[src/rtl/uart_rx.sv]
// 8N1 UART receiver: synchronises rx, validates the start bit, samples 8 data bits LSB-first
// at mid-bit, checks the stop bit and hands each good byte to a one-entry holding register.
module uart_rx #(
  parameter int CLK_DIV = 2
) (
  input  logic       clk,
  input  logic       rst_n,
  input  logic       rx,
  output logic       o_valid,
  output logic [7:0] o_data,
  input  logic       i_ready,
  output logic       o_frame_err,
  output logic       o_overrun
);

  localparam int CW = $clog2(CLK_DIV + 1) + 1;
  localparam logic [CW-1:0] HALF = CW'(CLK_DIV / 2);
  localparam logic [CW-1:0] LAST = CW'(CLK_DIV);

  typedef enum logic [2:0] {
    IDLE  = 3'd0,
    START = 3'd1,
    DATA  = 3'd2,
    STOP  = 3'd3,
    BRK   = 3'd4
  } state_t;

  state_t          state, state_nx;
  logic            sync1, rx_s;
  logic [CW-1:0]   cnt, cnt_nx;
  logic [2:0]      idx, idx_nx;
  logic [7:0]      shreg, shreg_nx;
  logic            deliver, ferr;

  always_ff @(posedge clk or negedge rst_n) begin
    if (!rst_n) begin
      sync1 <= 1'b1;
      rx_s  <= 1'b1;
    end else begin
      sync1 <= rx;
      rx_s  <= sync1;
    end
  end

  always_ff @(posedge clk or negedge rst_n) begin
    if (!rst_n) begin
      state <= IDLE;
      cnt   <= '0;
      idx   <= '0;
      shreg <= '0;
    end else begin
      state <= state_nx;
      cnt   <= cnt_nx;
      idx   <= idx_nx;
      shreg <= shreg_nx;
    end
  end

  always_comb begin
    state_nx = state;
    cnt_nx   = cnt;
    idx_nx   = idx;
    shreg_nx = shreg;
    deliver  = 1'b0;
    ferr     = 1'b0;
    case (state)
      IDLE: begin
        if (!rx_s) begin
          state_nx = START;
          cnt_nx   = '0;
        end
      end
      START: begin
        if (cnt == HALF) begin
          cnt_nx = '0;
          idx_nx = '0;
          // A start bit that is already gone at mid-bit is treated as line noise.
          state_nx = rx_s ? IDLE : DATA;
        end else begin
          cnt_nx = cnt + CW'(1);
        end
      end
      DATA: begin
        if (cnt == LAST) begin
          cnt_nx   = '0;
          shreg_nx = {rx_s, shreg[7:1]};
          idx_nx   = idx + 3'd1;
          if (idx == 3'd7) state_nx = STOP;
        end else begin
          cnt_nx = cnt + CW'(1);
        end
      end
      STOP: begin
        if (cnt == LAST) begin
          cnt_nx = '0;
          if (rx_s) begin
            deliver  = 1'b1;
            state_nx = IDLE;
          end else begin
            ferr     = 1'b1;
            state_nx = BRK;
          end
        end else begin
          cnt_nx = cnt + CW'(1);
        end
      end
      BRK: begin
        // Hold off until the line returns high so a break is one error, not many frames.
        if (rx_s) state_nx = IDLE;
      end
      default: state_nx = IDLE;
    endcase
  end

  // Handshake: a byte is transferred on any posedge where o_valid && i_ready; o_data is held
  // stable while o_valid is high, and a delivery in the same cycle as a transfer refills it.
  always_ff @(posedge clk or negedge rst_n) begin
    if (!rst_n) begin
      o_valid     <= 1'b0;
      o_data      <= '0;
      o_frame_err <= 1'b0;
      o_overrun   <= 1'b0;
    end else begin
      o_frame_err <= ferr;
      o_overrun   <= deliver && o_valid && !i_ready;
      if (deliver) begin
        if (!o_valid || i_ready) begin
          o_data  <= shreg;
          o_valid <= 1'b1;
        end
      end else if (o_valid && i_ready) begin
        o_valid <= 1'b0;
      end
    end
  end

endmodule
[config.mk]
export PLATFORM = sky130hd
export DESIGN_NAME = uart_rx
export DESIGN_NICKNAME = d
export VERILOG_FILES = /design/src/rtl/uart_rx.sv
export SDC_FILE = /design/constraint.sdc
export NUM_CORES = 1
export LEC_CHECK = 0
export BUFFER_PORTS_ARGS = -buffer_cell sky130_fd_sc_hd__buf_2
export CAP_MARGIN = 25
export CORE_ASPECT_RATIO = 0.75
export CORE_MARGIN = 10
export CORE_UTILIZATION = 40
export CTS_CLUSTER_SIZE = 25
export DETAILED_ROUTE_END_ITERATION = 16
export PLACE_DENSITY_LB_ADDON = 0.12
export SETUP_SLACK_MARGIN = 0.2
export SLEW_MARGIN = 15
export SYNTH_ARGS = -nofsm -noshare
export SYNTH_HDL_FRONTEND = slang
export SYNTH_SLANG_ARGS = --single-unit
[constraint.sdc]
create_clock -name clk -period 1.6 [get_ports clk]
set_input_delay 0.32 -clock clk [delete_from_list [all_inputs] [get_ports clk]]
set_output_delay 0.32 -clock clk [all_outputs]
set_load 0.05 [all_outputs]
==> metrics.log <==
INFO  metric fin_skew = 2.57 ps
INFO  metric tritoncts = yes
INFO  metric grt_first_pass_wirelength = roughly 4600 um
INFO  metric most_used_standard_cells_in_the_synthesized_netlist = 28 x dfrtp_1, 19 x mux2_2, 5 x clkbuf_1
INFO  metric post-synth-top-area-cell = dfrtp_1
INFO  metric worst_skew_pair.late_latency = approximately 270 ps
INFO  metric path_cells = nand4bb_4, nor4b_4, buf_6, mux2_2
INFO  metric syn-instance-count = 103
INFO  metric postCtsHoldBufs = 0
INFO  metric antenna_violating_nets_post_route = 0
INFO  metric net_count_synth = 109
INFO  metric seq_area_frac_synth = between 50% and 60%
INFO  metric timing.critical_path.to_type = register
INFO  metric synth_compound_area_share = under 10%
INFO  metric clkTransAtPathRegs = approximately 60 ps
INFO  metric synth_warnings = 0
INFO  metric critical_path_required = between 1500 and 2000 ps
INFO  metric yosysMostFrequentCell = dfrtp_1
INFO  metric rsz0062_at_grt = true
INFO  metric final.min_clock_period = approximately 1500 ps
INFO  metric reg2reg_to = o_data[1]
INFO  metric ff2ff_path_depth = 4
INFO  metric num_rows = 18
INFO  metric tritoncts.num_buffers = 5
INFO  metric final_core_utilization = between 50% and 60%
INFO  metric worst_setup_path_startpoint = cnt[2]
INFO  metric initial_core_util = 41.0%
INFO  metric synth_xor_xnor_area_share = 0%
INFO  metric die_w = between 80 and 90 um
INFO  metric final_hold_vios = 0
INFO  metric floorplan.die_area = just over 6000 um2
INFO  metric synth_enable_flop_cells = 0
INFO  metric timing.critical_path.fanout_max = 8
INFO  metric slew_at_the_pin_closest_to_its_max_slew_limit = 650 ps
INFO  metric dieHeight = about 70 um
INFO  metric cts_num_sinks = 30
INFO  metric status = finished, final reports clean
INFO  metric max-clock-path-buffers = 2
INFO  metric timing.slew.headroom = a little under three fifths
INFO  metric switchingPower = 1080 uW
INFO  metric detailedPlacementHpwl = approximately 1800 um
INFO  metric num-fill-cells = 290
INFO  metric synth_top_area_share = ~53%
INFO  metric synth-simple-area-share = about an eighth
INFO  metric power = approximately 3100 uW
INFO  metric grt.total_usage = approximately 9.3%
INFO  metric regToRegStartpoint = cnt[2]
INFO  metric fmax = 654 MHz
INFO  metric route.final.wire_length = 2720 um
INFO  metric power_dens_cells = 1770 nW/um2
INFO  metric slew_violations = 0
INFO  metric first_pass_iters = 4
INFO  metric maxCapViolCount = 0
INFO  metric fin_cells = between 150 and 200
INFO  metric layout_setup_ws = slightly above 70 ps
INFO  metric peakVddDrop = a little over 700 uV
INFO  metric slowest_delay = about 380 ps
INFO  metric synth-async-reset-ratio = between 90% and 100%
INFO  metric p_comb_share = 44.6%
INFO  metric num_antenna_cells = 0
INFO  metric fin_nets = approximately 140
INFO  metric grt_max_degree = 31
INFO  metric synthAdderAreaFrac = under 10%
INFO  metric power.share.clock = roughly 20%
INFO  metric layout-drive-gt1-share = a little over half
INFO  metric finalSetupTns = 0 ps
INFO  metric ys_dominant_reg_cell = dfrtp_1
INFO  metric setup_viol = 0
INFO  metric flow.area_growth_from_synthesis = 31.8%
INFO  metric worst-r2r-setup-slack = roughly 70 ps
INFO  metric clk_tree_root_cell = clkbuf_8
INFO  metric multi_input_gate_area_in_the_final_layout = 603 um2
INFO  metric synth.avg_cell_area = 12.9 um2
INFO  metric largest_cells_by_area_after_synthesis = dfrtp_1 53%, mux2_2 16%, dfstp_2 4.0%, a22o_1 2.0%, ha_1 1.9%
INFO  metric placed_cells_incl_taps = roughly 160
INFO  metric p_int = between 2000 and 2500 uW
INFO  metric dp_slack = -47.0 ps
INFO  metric vias_per_cell = 5.20
INFO  metric portBuffers = 14
INFO  metric crit_path_top_delay_cell = dfrtp_1
INFO  metric fin_crit_sh = a little over nine tenths
INFO  metric switching_share = around a third
INFO  metric num_io_pins = 15
INFO  metric worstPathArrival = 1680 ps
INFO  metric min_path_type = input port to async pin
INFO  metric gp_congestion = 0.807
INFO  metric grt_antenna_before_repair = 0
INFO  metric synth_cell_types = 31
INFO  metric synth.ff_latch_count = 30
INFO  metric placeableCoreArea = 3240 um2
INFO  metric first_global_vias = between 900 and 1000
INFO  metric worstSetupStartpointType = register
INFO  metric first_iter_violations = between 60 and 70
INFO  metric synth_top_family_by_area = multiplexers
INFO  metric post_synth_mux_area_share = 16.1%
INFO  metric seq_power_share = 35.6%
INFO  metric register_area = 753 um2
INFO  metric drc = 0
INFO  metric cts-htree-levels = 2
INFO  metric via_count = approximately 900
INFO  metric synth_area = 1330 um2
INFO  metric route.detailed.wl_per_inst = approximately 15 um
INFO  metric worst_setup_path_endpoint = o_data[1]
INFO  metric globalRouteOverflowTotal = 0
INFO  metric path_class = register to register
INFO  metric leakage = about 0.00088 uW
## worst min-delay path by stage
stage                           end  depth (start not counted)  startpoint  slack (ps)
final                     o_data[5]                          1       rst_n          70
after global routing      o_data[5]                          1       rst_n         120
after CTS                 o_data[5]                          1       rst_n          90
after detailed placement       rx_s                          0       sync1         350
after global placement         rx_s                          0       sync1         350
after floorplan              cnt[0]                          0       rst_n          20
## power by group through the flow
stage / Sequential [uW] / Combinational (uW) / Clock, uW
5_1_grt: 1130 / 1500 / 676
2_1_floorplan: 1230 / 611 / 0
4_1_cts: 1100 / 1210 / 632
6_report: 1100 / 1380 / 613
3_3_place_gp: 1080 / 1030 / 0
3_5_place_dp: 1090 / 1060 / 0
## cell usage in the layout (no fill, tap or decap), types with 2 or more instances in the layout
cell type  Yosys  routed
dfrtp_1       28      28
mux2_2        19      17
buf_4          0      15
buf_2          2      14
clkbuf_8       0       6
buf_6          0       5
inv_1          4       4
o21ai_0        4       4
nor4_1         3       3
nor3_1         3       3
a22o_1         3       3
nor2_1         3       3
mux2_4         0       2
o31ai_1        2       2
nand2_1        3       2
a21oi_1        2       2
ha_1           2       2
dfstp_2        2       2
## stage by stage
stage / hold WS, ps / instance area (um2)
final: 72.2 / 1750
after global routing: 119 / 1750
after CTS: 93.4 / 1680
after detailed placement: 348 / 1500
after global placement: 347 / 1500
after floorplan: 24.4 / 1330
## logic make-up after synthesis
kind of cell               after synthesis
DFF                                     30
and+or+nand+nor                         23
muxes                                   19
AOI/OAI and AO/OA                       18
buffers and inverters                   11
adders and majority gates                2
## final cells by class
type                    count  area share, %
well taps                  40           2.86
flip-flops and latches     30           43.0
clock inverters             1          0.286
repair buffers             34           13.6
inverters                   4          0.857
multi-input cells          62           34.4
clock buffers               7           4.93
## worst max-delay path, delay by kind of cell (launching register included)
kind	cells	cell delay [ps]
and+or+nand+nor	2	520
DFF	1	380
muxes	1	340
buffers and inverters	1	180
## state kept, by name, indices dropped and copies added, names as in the netlist
signal,flops
sync1,1
rx_s,1
cnt,3
state,3
idx,3
shreg,8
o_data,8
o_valid,1
o_overrun,1
o_frame_err,1
## repair_timing
item / 4_1_cts / 5_1_grt
endpoints found under the setup margin: 20 / 23
gates cloned: 0 / 0
buffers inserted: 4 / 5
gates resized for setup: 11 / 7
pin swaps: 5 / 3
## per-layer routing
layer,wire (um),share of wire [%],track usage (%),vias to the layer above
met5,0,0,0,-
met4,13,0.48,2.69,0
met3,176,6.5,4.63,2
met2,1220,45,12.4,20
met1,1310,48,12.7,461
li1,-,-,-,443
(Power assumes the default switching activity.)
